### config.mk
export PLATFORM = sky130hd
export DESIGN_NAME = chimp_seq_gen_flat
export DESIGN_NICKNAME = d
export VERILOG_FILES = /design/src/rtl/chimp_pkg.sv /design/src/rtl/chimp_seq_gen_if.sv /design/src/rtl/lowest_free_cell.sv /design/src/rtl/chimp_seq_gen.sv /design/src/flat_wrapper.sv
export SDC_FILE = /design/constraint.sdc
export NUM_CORES = 1
export LEC_CHECK = 0
export ABC_AREA = 0
export BUFFER_PORTS_ARGS = -buffer_cell sky130_fd_sc_hd__clkbuf_2
export CAP_MARGIN = 20
export CORE_MARGIN = 5
export CORE_UTILIZATION = 52
export CTS_CLUSTER_DIAMETER = 200
export CTS_CLUSTER_SIZE = 16
export DETAILED_ROUTE_END_ITERATION = 6
export GPL_TIMING_DRIVEN = 0
export PLACE_DENSITY = 0.8
export SETUP_SLACK_MARGIN = 0.05
export SLEW_MARGIN = 20
export SYNTH_ARGS = -nofsm -noshare
export SYNTH_HDL_FRONTEND = slang
export SYNTH_HIERARCHICAL = 1
export SYNTH_SLANG_ARGS = --single-unit
export TNS_END_PERCENT = 1
### constraint.sdc
create_clock -name clk -period 1.85 [get_ports clk]
set_input_delay 0.0925 -clock clk [delete_from_list [all_inputs] [get_ports clk]]
set_output_delay 0.0925 -clock clk [all_outputs]
set_load 0.05 [all_outputs]
### src/rtl/chimp_pkg.sv
// Shared definitions for the chimp-test sequencer and the board renderer.
package chimp_pkg;

   localparam int DEF_GRID_SIZE     = 9;
   localparam int DEF_SAMPLE_PERIOD = 14;
   localparam int DEF_MAX_TRIES     = 8;
   localparam int POS_W             = 4;

   typedef logic [POS_W-1:0] pos_t;

   typedef enum logic [2:0] {
      ST_IDLE,
      ST_WAIT,
      ST_CHECK,
      ST_EMIT,
      ST_DONE
   } seq_state_t;

endpackage

### src/rtl/chimp_seq_gen_if.sv
// Position stream from the sequencer to the tile renderer (valid/ready).
interface chimp_seq_gen_if;
   import chimp_pkg::*;

   logic pos_valid;
   logic pos_ready;
   pos_t pos;
   pos_t pos_idx;

   modport master (output pos_valid, output pos, output pos_idx, input pos_ready);
   modport slave  (input pos_valid, input pos, input pos_idx, output pos_ready);

endinterface

### src/rtl/lowest_free_cell.sv
// Priority encoder: index of the lowest clear bit in the occupancy bitmap.
module lowest_free_cell
   import chimp_pkg::*;
#(
   parameter int GRID_SIZE = DEF_GRID_SIZE
) (
   input  logic [GRID_SIZE-1:0] bitmap,
   output pos_t                 index
);

   always_comb begin
      index = '0;
      for (int i = GRID_SIZE - 1; i >= 0; i--) begin
         if (!bitmap[i]) begin
            index = pos_t'(i);
         end
      end
   end

endmodule

### src/rtl/chimp_seq_gen.sv
// Builds one chimp-test round: samples the LFSR, rejects repeats, streams distinct positions.
module chimp_seq_gen
   import chimp_pkg::*;
#(
   parameter int GRID_SIZE     = DEF_GRID_SIZE,
   parameter int SAMPLE_PERIOD = DEF_SAMPLE_PERIOD,
   parameter int MAX_TRIES     = DEF_MAX_TRIES
) (
   input  logic            clk,
   input  logic            rst,
   input  logic            start,
   input  pos_t            count,
   input  pos_t            lfsr_rnd,
   output pos_t            lfsr_bound,
   chimp_seq_gen_if.master bus,
   output logic            busy,
   output logic            done,
   output logic            err
);

   localparam int PER_W   = $clog2(SAMPLE_PERIOD);
   localparam int TRIES_W = $clog2(MAX_TRIES + 1);

   seq_state_t           state_reg, state_next;
   pos_t                 count_reg, count_next;
   pos_t                 idx_reg, idx_next;
   pos_t                 cand_reg, cand_next;
   pos_t                 pos_reg, pos_next;
   pos_t                 pos_idx_reg, pos_idx_next;
   logic [PER_W-1:0]     per_reg, per_next;
   logic [TRIES_W-1:0]   tries_reg, tries_next;
   logic [GRID_SIZE-1:0] bitmap_reg, bitmap_next;
   logic                 pos_valid_reg, pos_valid_next;
   logic                 busy_reg, busy_next;
   logic                 done_reg, done_next;
   logic                 err_reg, err_next;

   pos_t        free_idx;
   pos_t        pick;
   logic [15:0] bitmap_pad;
   logic        cand_free;
   logic        count_ok;
   logic        tries_out;
   logic        last_pos;

   lowest_free_cell #(.GRID_SIZE(GRID_SIZE)) u_free (
      .bitmap (bitmap_reg),
      .index  (free_idx)
   );

   // Padding keeps the occupancy lookup in range for any 4-bit candidate.
   assign bitmap_pad = 16'(bitmap_reg);
   assign cand_free  = ({1'b0, cand_reg} < 5'(GRID_SIZE)) && !bitmap_pad[cand_reg];
   assign count_ok   = (count != '0) && ({1'b0, count} <= 5'(GRID_SIZE));
   assign tries_out  = (tries_reg == TRIES_W'(MAX_TRIES - 1));
   assign pick       = cand_free ? cand_reg : free_idx;
   assign last_pos   = (idx_reg == count_reg - 4'd1);

   assign lfsr_bound    = pos_t'(GRID_SIZE);
   assign bus.pos_valid = pos_valid_reg;
   assign bus.pos       = pos_reg;
   assign bus.pos_idx   = pos_idx_reg;
   assign busy          = busy_reg;
   assign done          = done_reg;
   assign err           = err_reg;

   always_comb begin
      state_next     = state_reg;
      count_next     = count_reg;
      idx_next       = idx_reg;
      cand_next      = cand_reg;
      pos_next       = pos_reg;
      pos_idx_next   = pos_idx_reg;
      per_next       = per_reg;
      tries_next     = tries_reg;
      bitmap_next    = bitmap_reg;
      pos_valid_next = pos_valid_reg;
      busy_next      = busy_reg;
      done_next      = 1'b0;
      err_next       = 1'b0;

      case (state_reg)
         // DONE also accepts start so a new round can begin while done is visible.
         ST_IDLE, ST_DONE: begin
            state_next = ST_IDLE;
            if (start) begin
               if (count_ok) begin
                  count_next  = count;
                  bitmap_next = '0;
                  idx_next    = '0;
                  tries_next  = '0;
                  per_next    = '0;
                  busy_next   = 1'b1;
                  state_next  = ST_WAIT;
               end else begin
                  err_next = 1'b1;
               end
            end
         end
         ST_WAIT: begin
            if (per_reg == PER_W'(SAMPLE_PERIOD - 1)) begin
               cand_next  = lfsr_rnd;
               per_next   = '0;
               state_next = ST_CHECK;
            end else begin
               per_next = per_reg + PER_W'(1);
            end
         end
         ST_CHECK: begin
            // After too many rejects the lowest free cell is taken instead.
            if (cand_free || tries_out) begin
               bitmap_next    = bitmap_reg | (GRID_SIZE'(1) << pick);
               pos_next       = pick;
               pos_idx_next   = idx_reg;
               pos_valid_next = 1'b1;
               tries_next     = '0;
               state_next     = ST_EMIT;
            end else begin
               tries_next = tries_reg + TRIES_W'(1);
               state_next = ST_WAIT;
            end
         end
         ST_EMIT: begin
            if (bus.pos_ready) begin
               pos_valid_next = 1'b0;
               if (last_pos) begin
                  busy_next  = 1'b0;
                  done_next  = 1'b1;
                  state_next = ST_DONE;
               end else begin
                  idx_next   = idx_reg + 4'd1;
                  per_next   = '0;
                  state_next = ST_WAIT;
               end
            end
         end
         default: state_next = ST_IDLE;
      endcase
   end

   always_ff @(posedge clk) begin
      if (!rst) begin
         state_reg     <= ST_IDLE;
         count_reg     <= '0;
         idx_reg       <= '0;
         cand_reg      <= '0;
         pos_reg       <= '0;
         pos_idx_reg   <= '0;
         per_reg       <= '0;
         tries_reg     <= '0;
         bitmap_reg    <= '0;
         pos_valid_reg <= 1'b0;
         busy_reg      <= 1'b0;
         done_reg      <= 1'b0;
         err_reg       <= 1'b0;
      end else begin
         state_reg     <= state_next;
         count_reg     <= count_next;
         idx_reg       <= idx_next;
         cand_reg      <= cand_next;
         pos_reg       <= pos_next;
         pos_idx_reg   <= pos_idx_next;
         per_reg       <= per_next;
         tries_reg     <= tries_next;
         bitmap_reg    <= bitmap_next;
         pos_valid_reg <= pos_valid_next;
         busy_reg      <= busy_next;
         done_reg      <= done_next;
         err_reg       <= err_next;
      end
   end

endmodule

### src/flat_wrapper.sv
// flat-port wrapper written by rule: the top's interface ports become plain ports
module chimp_seq_gen_flat import chimp_pkg::*;
#(
   parameter int GRID_SIZE     = DEF_GRID_SIZE,
   parameter int SAMPLE_PERIOD = DEF_SAMPLE_PERIOD,
   parameter int MAX_TRIES     = DEF_MAX_TRIES
)
  (clk, rst, start, count, lfsr_rnd, lfsr_bound, busy, done, err, bus_pos_valid, bus_pos, bus_pos_idx, bus_pos_ready);
  chimp_seq_gen_if bus_i ();
  input  logic clk;
  input  logic rst;
  input  logic start;
  input  pos_t count;
  input  pos_t lfsr_rnd;
  output pos_t lfsr_bound;
  output logic busy;
  output logic done;
  output logic err;
  output wire logic [$bits(bus_i.pos_valid)-1:0] bus_pos_valid;
  output wire logic [$bits(bus_i.pos)-1:0] bus_pos;
  output wire logic [$bits(bus_i.pos_idx)-1:0] bus_pos_idx;
  input wire logic [$bits(bus_i.pos_ready)-1:0] bus_pos_ready;
  assign bus_pos_valid = bus_i.pos_valid;
  assign bus_pos = bus_i.pos;
  assign bus_pos_idx = bus_i.pos_idx;
  assign bus_i.pos_ready = bus_pos_ready;
  chimp_seq_gen #(.GRID_SIZE(GRID_SIZE), .SAMPLE_PERIOD(SAMPLE_PERIOD), .MAX_TRIES(MAX_TRIES)) u_core (.clk(clk), .rst(rst), .start(start), .count(count), .lfsr_rnd(lfsr_rnd), .lfsr_bound(lfsr_bound), .bus(bus_i), .busy(busy), .done(done), .err(err));
endmodule
==> qor.yml <==
outcome: "finished, violations left"
violations: "negative setup slack"
final.setup_skew_ns: 0.0142
track_usage_pct: 18.4
crit_path_end_kind: "flip-flop"
grt_max_degree: 16
fin_nets: 316
ys.flop_type: "dfxtp_1"
cts.sinks: 44
fin_tns_setup_ns: -1.72
finalCriticalPeriod_ns: 2.03
slew_violations: 0
cp_slowest_cell: "mux4_2"
cts_tree: "done"
dp_hpwl_mm: 3.78
yosysWarnings: 6
start_kind: "flip-flop"
setup_violations: 20
cts_max_path_buffers: 2
tightest_slew_ns: 0.585
post-route-period-util_pct: 109
die_h_um: 77.6
clock_latency_ns: 0.31
place_congestion: 0.936
rr_worst_depth: 6
hold_depth: 3
cp_data_arrival_time_ns: 2.26
power.total_mw: 1.98
wl_per_cell_um: 16.2
hold_buffers: 0
routed_wl_mm: 5.69
placedCellCount: 336
hold_slack_ns: 0.0173
die_w_um: 77.6
portBuffers: 22
ff2ff_setup_slack_ns: -0.18
hold_violations: 0
first_iter_violations: 155
synth-seq-cells: 44
drc: 0
grt_pass1_vias: 1871
drv_cap: 0
cts_htree_levels: 2
avgSynthCellArea_um2: 9.14
syn_inst: 260
synth_edf_count: 0
ys_types: 66
criticalPathCategory: "reg2reg"
yosysSeqAreaShare_pct: 37.1
initial_utilization_pct: 54.2
p_leak_nw: 1.09
cpLargestDelayFamily: "multiplexers"
antenna_found_initial: 0
cp_max_fo: 5
largest_reg_flops: 9
p_per_area_mw_per_mm2: 694
avgViaCountPerCell: 6.06
firstDrtPassIters: 5
cts_inserted_buffers: 5
vdd_drop_max_mv: 0.495
die-area_mm2: 0.00602
fp.coreArea_mm2: 0.00438
n_antenna_cell: 0
setup_slack_ns: -0.176
rows: 24
cp.depth: 6
rsz0062_at_grt: "true"
min-delay-path-class: "in2reg"
ioPinCount: 28
path_cells: "buf_6 -> mux4_2 -> o22ai_4 -> mux2_4 -> nor3_4 -> a22o_1"
cpPeakStageDelay_ns: 0.54
final_antenna_net_count: 0
clk_pin_slew_worst_paths_ns: 0.09
cp_num_buf_inv: 1
cts_root_buf: "clkbuf_8"
synthToLayoutAreaGrowth_pct: 20.3
crit_required_ns: 2.09
drive_gt1_share_pct: 28.3
grt_pass1_wl_mm: 9.11
fin_cells: 352
max_freq_ghz: 0.494
async_flop_share_pct: 0
relSlewSlack_pct: 60.0
grt_remaining_overflow: 0
netlist_area_mm2: 0.00238
routed-via-count: 2132
cell type report:
class	count	area, um2
fill	345	1530
sequential	44	890
buffer	15	106
timing repair buffer	30	168
tap	52	65.1
inverter	14	52.6
clock inverter	3	46.3
clock buffer	5	68.8
multi-input combinational	189	1460
stage by stage:
step / instance area [um2] / utilization (%) / setup slack, ns
floorplan: 2400 / - / -0.0274
global placement: 2570 / 58.7 / -0.202
detailed placement: 2570 / 58.7 / -0.308
CTS: 2750 / 62.7 / -0.194
global route: 2860 / 65.2 / -0.229
finish: 2860 / 65.2 / -0.176
report_power, final:
part	leakage [nW]	internal [mW]	switching, mW	total [mW]
sequential	0.358	0.962	0.0186	0.980
combinational	0.678	0.0934	0.156	0.249
clock	0.0548	0.407	0.346	0.752
what timing repair did:
item,in CTS,in global routing
pin swaps,7,7
hold endpoints to repair,0,0
cloned,0,1
gates resized for setup,12,16
setup endpoints to repair,39,39
buffers inserted,2,5
cells in the mapped netlist, types with 4 or more instances:
cell type	n	area share (%)
dfxtp_1	44	37
nor2_1	15	2.4
nor2b_1	4	1.1
buf_6	4	1.9
o21ai_0	6	1.3
xnor2_1	5	1.8
clkbuf_1	4	0.63
a21oi_1	10	2.1
nand2_1	22	3.5
a22o_1	6	2.2
mux2i_1	8	3.4
nand3b_1	6	1.9
nand3_1	17	3.6
nand2b_1	4	1.1
a31oi_1	6	1.6
ha_1	5	2.6
inv_1	14	2.2
nor3_1	4	0.84
buf_4	4	1.3
worst register-to-register path, delay by kind of cell (launching register included):
family,cells,cell delay (ns)
flip-flops,1,0.33
AND/OR/NAND/NOR,1,0.23
multiplexers,2,0.88
buffers and inverters,1,0.11
AO/OA/AOI/OAI,2,0.42
kinds of logic after synthesis:
group                    count (synthesis)  share of synthesized area, %
AO/OA/AOI/OAI                           73                          24.3
XOR/XNOR                                 6                          2.21
adder cells (fa/ha/maj)                  5                          2.63
buffers and inverters                   29                          6.53
flip-flops                              44                          37.1
multiplexers                            11                          5.90
other                                    2                         0.316
AND/OR/NAND/NOR                         90                          21.0
placed cells by master, fill, tap and decap left out, types with 3 or more instances in the layout:
cell type / instances
dfxtp_1: 39
clkbuf_2: 23
nand2_1: 21
nand3_1: 16
nor2_1: 15
inv_1: 14
buf_4: 11
a21oi_1: 9
mux2i_1: 8
nand3b_1: 6
a22o_1: 6
clkbuf_8: 5
o21ai_0: 5
xnor2_1: 5
a31oi_1: 5
buf_6: 4
nor2b_1: 4
nand2b_1: 4
ha_1: 4
conb_1: 4
dfxtp_2: 4
nor4_1: 3
nor3b_4: 3
clkbuf_1: 3
o31ai_1: 3
o21ai_1: 3
a211oi_1: 3
a21o_1: 3
o211a_1: 3
o221a_2: 3
o21a_1: 3
per-layer routing:
| metal | GRT usage, % | part of all wire, % | vias to the layer above |
|---|---|---|---|
| met2 | 28.1 | 45 | 91 |
| li1 | - | - | 1045 |
| met5 | 0 | 0 | - |
| met1 | 24.7 | 46 | 980 |
| met4 | 6.70 | 2.2 | 0 |
| met3 | 4.98 | 7.3 | 16 |
path summary, 6_finish.rpt:
| check | start | end |
|---|---|---|
| worst max register to register | u_core/cand_reg[0] | u_core/bitmap_reg[0] |
| worst min register to register | u_core/bus.pos_idx[2] | u_core/bus.pos_idx[2] |
| worst max-delay path | u_core/cand_reg[0] | u_core/bitmap_reg[0] |
| worst min-delay path | lfsr_rnd[2] | u_core/cand_reg[2] |
Power figures use the tool's default switching activity.
